--- src/rtl/mux_rr_sequencer.sv ---
// Round-robin sequencer for a downstream 4:1 mux: grants requesting channels in turn,
// holds each grant for DWELL cycles and captures the fed-back mux output per channel.
module mux_rr_sequencer #(
  parameter int DWELL = 4
) (
  input  logic       clk,
  input  logic       rst_n,
  input  logic [3:0] req,
  input  logic       y,
  output logic [1:0] sel,
  output logic       valid,
  output logic [3:0] sample,
  output logic       cap_valid,
  output logic [1:0] cap_ch
);

  // Handshake: valid is high exactly while sel carries a granted channel; there is no
  // ready, the downstream mux is always listening. cap_valid is a one-cycle strobe that
  // qualifies cap_ch and the freshly written sample bit; no back-pressure exists.

  typedef enum logic {IDLE, GRANT} state_t;

  localparam logic [3:0] LAST_CNT = 4'(DWELL - 1);

  state_t     state_q, state_d;
  logic [1:0] last_q, last_d;
  logic [3:0] cnt_q, cnt_d;
  logic [1:0] sel_d;
  logic       valid_d;
  logic [3:0] sample_d;
  logic       cap_valid_d;
  logic [1:0] cap_ch_d;
  logic [1:0] pick_idle, pick_end;

  // First requester found scanning upward from the channel after l, wrapping at 3.
  function automatic logic [1:0] rr_pick(input logic [3:0] r, input logic [1:0] l);
    logic [1:0] idx;
    logic       found;
    rr_pick = l;
    found   = 1'b0;
    for (int k = 1; k <= 4; k++) begin
      idx = l + 2'(k);
      if (!found && r[idx]) begin
        rr_pick = idx;
        found   = 1'b1;
      end
    end
  endfunction

  assign pick_idle = rr_pick(req, last_q);
  assign pick_end  = rr_pick(req, sel);

  always_comb begin
    state_d     = state_q;
    last_d      = last_q;
    cnt_d       = cnt_q;
    sel_d       = sel;
    valid_d     = valid;
    sample_d    = sample;
    cap_valid_d = 1'b0;
    cap_ch_d    = cap_ch;
    case (state_q)
      IDLE: begin
        valid_d = 1'b0;
        if (req != 4'b0000) begin
          sel_d   = pick_idle;
          valid_d = 1'b1;
          cnt_d   = 4'd0;
          state_d = GRANT;
        end
      end
      GRANT: begin
        if (cnt_q == LAST_CNT) begin
          sample_d[sel] = y;
          cap_ch_d      = sel;
          cap_valid_d   = 1'b1;
          last_d        = sel;
          cnt_d         = 4'd0;
          // Re-arbitrate on the same edge so consecutive grants have no bubble.
          if (req != 4'b0000) begin
            sel_d = pick_end;
          end else begin
            valid_d = 1'b0;
            state_d = IDLE;
          end
        end else begin
          cnt_d = cnt_q + 4'd1;
        end
      end
      default: state_d = IDLE;
    endcase
  end

  always_ff @(posedge clk or negedge rst_n) begin
    if (!rst_n) begin
      state_q   <= IDLE;
      last_q    <= 2'd3;
      cnt_q     <= 4'd0;
      sel       <= 2'd0;
      valid     <= 1'b0;
      sample    <= 4'b0000;
      cap_valid <= 1'b0;
      cap_ch    <= 2'd0;
    end else begin
      state_q   <= state_d;
      last_q    <= last_d;
      cnt_q     <= cnt_d;
      sel       <= sel_d;
      valid     <= valid_d;
      sample    <= sample_d;
      cap_valid <= cap_valid_d;
      cap_ch    <= cap_ch_d;
    end
  end

endmodule

--- config.mk ---
export PLATFORM = sky130hd
export DESIGN_NAME = mux_rr_sequencer
export DESIGN_NICKNAME = d
export VERILOG_FILES = /design/src/rtl/mux_rr_sequencer.sv
export SDC_FILE = /design/constraint.sdc
export NUM_CORES = 1
export LEC_CHECK = 0
export CAP_MARGIN = 20
export CORE_ASPECT_RATIO = 1.5
export CORE_MARGIN = 2
export CORE_UTILIZATION = 47
export DETAILED_ROUTE_END_ITERATION = 7
export GPL_TIMING_DRIVEN = 0
export PLACE_DENSITY = 0.79
export SKIP_LAST_GASP = 1
export SLEW_MARGIN = 20
export SYNTH_ARGS = -nofsm -noshare
export SYNTH_HDL_FRONTEND = slang
export SYNTH_SLANG_ARGS = --single-unit
--- constraint.sdc ---
create_clock -name clk -period 3.2 [get_ports clk]
set_clock_uncertainty 0.15 [all_clocks]
set_input_delay 0.32 -clock clk [delete_from_list [all_inputs] [get_ports clk]]
set_output_delay 0.32 -clock clk [all_outputs]
set_load 0.01 [all_outputs]
Word level (Yosys, flattened, before mapping)
Index checks and enable logic that the tools add are counted.

storage, ports and cells
  flip-flop bits (word level) = 17
  bits of input ports = 7
  output and inout port bits = 10
  word-level logic and storage cells = 97

cells by class
  $add $sub $neg = 7
  $lt $le $gt $ge = 9
  equality and inequality tests = 7
  multiplexer cells = 48
  bitwise logic cells = 1
  reduce and logical (&&, ||, !) cells = 17

operators with widths
  kind                                                                          number
  2-bit by 3-bit less-than comparator with 1-bit output, second input constant  8
  2-bit two-way mux                                                             11
  1-bit two-way mux                                                             21
  1-bit binary-select mux with 2-bit select                                     8
  2-bit adder, second input constant                                            4
  4-bit two-way mux                                                             2
  4-bit one-hot mux with 2 select lines                                         1
  1-bit logical AND                                                             7
  1-bit zero test                                                               6
  2-bit inequality test, second input constant                                  3
  5-bit AND reduction                                                           1
  2-bit by 1-bit adder with 2-bit output, second input constant                 2
  4-bit by 1-bit adder with 4-bit output, second input constant                 1
  4-bit bitwise mux                                                             1
  4-bit by 2-bit == test with 1-bit output, second input constant               1
  2-bit by 1-bit inequality test with 1-bit output, second input constant       2
  4-bit by 1-bit inequality test with 1-bit output, second input constant       1
  1-bit one-hot mux with 2 select lines                                         2
  2-bit one-hot mux with 2 select lines                                         1
  2-bit AND reduction                                                           2
  4-bit nonzero test                                                            1
  1-bit demux with 2-bit select                                                 1
  2-bit by 1-bit >= comparator with 1-bit output, second input constant         1
  1-bit inverter                                                                1

Longest topological paths before layout
  depth in word-level cells = 16
  mapped depth = 8
  depth with buffers taken out = 7

Worst setup path after synthesis
No wires, ideal clock.

  path type = reg-to-reg
  start point = register sel[0]
  end point = register sel[1]
  setup time = 139 ps
  arrival time = 1915 ps
  required time = 2911 ps
  slack = 996 ps
  stages on the path, launching flop included = 9
  path buffers = 1
  clock period less this slack = 2204 ps
  path through = dfrtp_1 buf_6 inv_1 ha_1 mux4_1 inv_2 a311oi_4 and4_1 a211oi_2

between the ends
  cells in the longest elaborated chain, start to end = 14
  elaborated cells on any way between the ends = 30
  those cells by class = add/sub: 3; eq/ne: 2; mux: 18; reduce/logical: 7

RTL lines
  what                                                                                 RTL line  text
  start, declared                                                                      10        output logic [1:0] sel,
  start signal, assigned                                                               108       sel <= sel_d;
  2-bit by 1-bit adder with 2-bit output                                               42        idx = l + 2'(k);
  1-bit binary-select mux with 2-bit select                                            43        if (!found && r[idx]) begin
  1-bit two-way mux (not written as such)                                              43
  1-bit two-way mux                                                                    43
  1-bit zero test                                                                      43
  1-bit logical AND                                                                    43
  1-bit two-way mux                                                                    43
  1-bit zero test                                                                      43
  1-bit logical AND                                                                    43
  2-bit two-way mux / 1-bit two-way mux (equally long branches)                        43
  2-bit two-way mux / 1-bit zero test (equally long branches)                          43
  2-bit two-way mux / 1-bit logical AND (equally long branches)                        80, 43
  2-bit two-way mux / 2-bit inequality test (equally long branches)                    --
  2-bit one-hot mux with 2 select lines / 5-bit AND reduction (equally long branches)  --

Parallel ways exist; a longest one is shown, timed or not. The select of a mux whose other input is x is not followed.
A chain may end at the register's enable or synchronous reset.

Worst setup path after layout
  start point = register sel[0]
  end point = register sel[0]

The elaborated chain is that of the path after synthesis.

==> summary by stage <==
Status
The flow ran to the end, and the final reports show no timing, DRC or antenna violations.

Placed design
The final weighted congestion of routability-driven global placement is 0.8185. After legalization and detailed placement, the total HPWL measured between 1500 and 2000 um. The number of port buffers is 15.

Logic synthesis
After synthesis, flip-flops and latches occupy 39.63% of the total area. The mean post-synth cell area is 10.59 um2. The cell type with the highest aggregate area in the netlist is dfrtp_1. The number of instances in the synthesized netlist is 102. The post-synthesis net count is 114.

The cell area after synthesis is 1080 um2. The number of different library cells used by synthesis comes to 38. For this run, the leading register cell type out of synthesis is dfrtp_1.

Yosys attributes the largest share of cell area to dfrtp_1 35%, ha_1 5.8%, dfstp_2 4.9%, nand2_1 4.9%, o21ai_0 4.2%. Counting flops with a built-in enable in the synthesized netlist gives 0. The synthesized design contains 17 register bits.

The area fraction of the dominant cell type after synthesis is a little over a third. The warning count from the yosys run is 0. For this run, asynchronously set or reset flops after synthesis account for 100.0%.

Pwr
The static leakage power is about 0.53 nW. The worst voltage drop across the vdd grid is 0.4795 mV. The total power of the final layout is between 0.001 and 0.0015 W. The power density over the cells is 926.4 nW/um2.

Global routing
The initial antenna violation count came to 0. The global-route wire length before repair is 3643 um. The maximum number of pins on one net before global-route repair is 18. The via count of the first global-routing pass is 847. Summed over all layers, the global routing overflow is 0. The overall routing resource usage is approximately 18%.

Cells and area
The area added between synthesis and finish is 19.12%. The post-layout net count is approximately 130. The top cell types in the final layout, fill and taps aside, are 15 x dfrtp_1, 15 x clkdlybuf4s50_1, 14 x nand2_1. The fraction of layout cells with a size suffix above 1 is between 10% and 20%. The number of antenna cells inserted is 0.

Critical path
The setup slack on the worst flop-to-flop path is between 800 and 900 ps. Data arrives at the worst endpoint at 2350 ps. The startpoint class of the critical path is a register. For the worst setup path, the data required time is ~3200 ps.

The critical path endpoint category is a register. Following the worst setup path forward leads to its endpoint at sel[0]$_DFFE_PN0P_. Measured in cells, the most critical reg-to-reg path has a length of 8. The critical path starts at sel[0]$_DFFE_PN0P_. The startpoint identified for the worst register-to-register timing path is sel[0]$_DFFE_PN0P_.

Of all nets on the critical path, the largest fanout is 9. The endpoint identified for the worst register-to-register timing path is sel[0]$_DFFE_PN0P_. The critical path in this run is classified as register to register.

Route
The initial DRC count is 21. The first-pass detailed-route iteration total is 4. The routed wire length is between 1500 and 2000 um. The number of nets with antenna violations after routing is 0. Using the TritonRoute via totals, the vias-per-cell ratio works out to between 5 and 6.

In the routed design, unresolved DRC markers number 0. The total number of vias is 833. In the final routed layout, each cell accounts on average for approximately 14 um.

Clock network
The clock transition at the registers of the reported paths is approximately 100 ps. The post-cts resize count is 0. The source-to-sink clock delay at the later pin of the worst-skew pair is between 200 and 300 ps. The root buffer cell is clkbuf_4. In this run the number of H-tree levels came out at 1. The number of clock buffers added by TritonCTS is 3. The buffer depth of the longest clock path is 2.

The post-CTS setup buffer count is 0. Hold repair after CTS inserted 0 buffers. The number of clock sinks is 17.

TritonCTS built the clock tree.

Timing
The final-report setup violation count is 0. Setup repair after global routing left no endpoint under its margin. On the final layout, the worst hold slack is ~210 ps. The total count of hold-check failures in the final report was 0. The final critical delay including setup and external delays is around 2300 ps. The number of max-slew violations in the final report is 0.

The part of the cycle the worst path needs is between 70 and 80%. The transition time at the pin with the least slew margin is a little under 800 ps. Based on the critical path, the design can be clocked at up to between 0.4 and 0.5 GHz. The aggregate negative setup slack is 0 ps. The worst pin sits at a relative slew slack of 48.38%.

Die
The floorplan step set the die height to around 63 um. The die width is around 43 um. The floorplan step defined a die boundary enclosing 2705 um2. Pin placement for this block handled 17 I/O pins. After floorplanning, the core was divided into 21 placement rows. The region available for standard cell placement spans 2207 um2. The initial utilization of the core area, before any placement, comes to 48.92%.

Flow run
Across the run, the number of max-cap violations was 0.

Worst hold path
The path class of the lowest-slack min-delay path is primary input to register.
power by group:
group          switching [W]  internal, W  leakage [nW]
sequential         0.0000723     0.000313         0.199
clock              0.0000673    0.0000465        0.0177
combinational       0.000334     0.000358         0.312
total               0.000474     0.000718         0.528
cell type report:
type | instances | area (um2)
tap | 23 | 28.78
timing repair buffer | 15 | 150.1
clock inverter | 1 | 5.005
buffer | 4 | 33.78
clock buffer | 3 | 22.52
fill | 218 | 920.9
sequential | 17 | 427.9
multi-input combinational | 74 | 591.8
inverter | 7 | 26.28
per-stage QoR:
| step | cells | util (%) | cell area (um2) | setup slack (ps) |
|---|---|---|---|---|
| global route | 144 | 58.28 | 1286 | 754.0 |
| detailed placement | 140 | 57.03 | 1259 | 822.5 |
| finish | 144 | 58.28 | 1286 | 878.6 |
| CTS | 144 | 58.28 | 1286 | 870.7 |
| global placement | 140 | 57.03 | 1259 | 868.5 |
| floorplan | 102 | - | 1080 | 996.0 |
logic make-up (layout without fill, tap and decap cells):
| kind of cell | after synthesis | in the layout | synth area share, % |
|---|---|---|---|
| AOI/OAI and AO/OA | 23 | 23 | 14.60 |
| xor gates and xnor gates | 1 | 1 | 0.8113 |
| adders and majority gates | 5 | 5 | 5.794 |
| buffers and inverters | 11 | 30 | 5.561 |
| DFF | 17 | 17 | 39.63 |
| muxes | 11 | 11 | 14.60 |
| and+or+nand+nor | 34 | 34 | 19.00 |
state kept, by name, summed over array words and instances, names as in the netlist:
name and flops:
state_q 1, sample 4, cap_ch 2, cap_valid 1
cnt_q 4, last_q 2, sel 2, valid 1
cells in the mapped netlist (3+ instances only):
cell,instances
a21oi_1,4
ha_1,5
mux2i_1,3
inv_1,6
nand2_1,14
o21ai_0,9
mux2_2,3
o21ai_1,3
nor2b_1,4
dfrtp_1,15
worst min path at each step:
stage / start / end / slack, ps / cells after the start
2_1_floorplan: rst_n / cap_ch[0]$_DFFE_PN0P_ / -130 / 0
3_3_place_gp: sample[1]$_DFFE_PN0P_ / sample[1]$_DFFE_PN0P_ / 320 / 1
3_5_place_dp: sample[1]$_DFFE_PN0P_ / sample[1]$_DFFE_PN0P_ / 330 / 1
4_1_cts: req[2] / state_q$_DFF_PN0_ / 210 / 3
5_1_grt: req[2] / state_q$_DFF_PN0_ / 230 / 3
6_report: req[2] / state_q$_DFF_PN0_ / 210 / 3
critical path: stages (launching register included):
cell and delay [ps]:
dfrtp_1 420, buf_6 170, inv_1 70, ha_1 350
mux4_1 260, inv_2 70, a311oi_4 400, mux2i_1 270
nor3_2 50
per-layer routing:
layer | track usage [%] | part of all wire, % | vias to the layer above | routed length, um
met1 | 21.31 | 41 | 402 | 825
met3 | 1.156 | 1.9 | 5 | 37
li1 | - | - | 411 | -
met4 | 9.470 | 2.4 | 0 | 48
met5 | 0 | 0 | - | 0
met2 | 30.04 | 54 | 15 | 1085
Power figures use the tool's default switching activity.
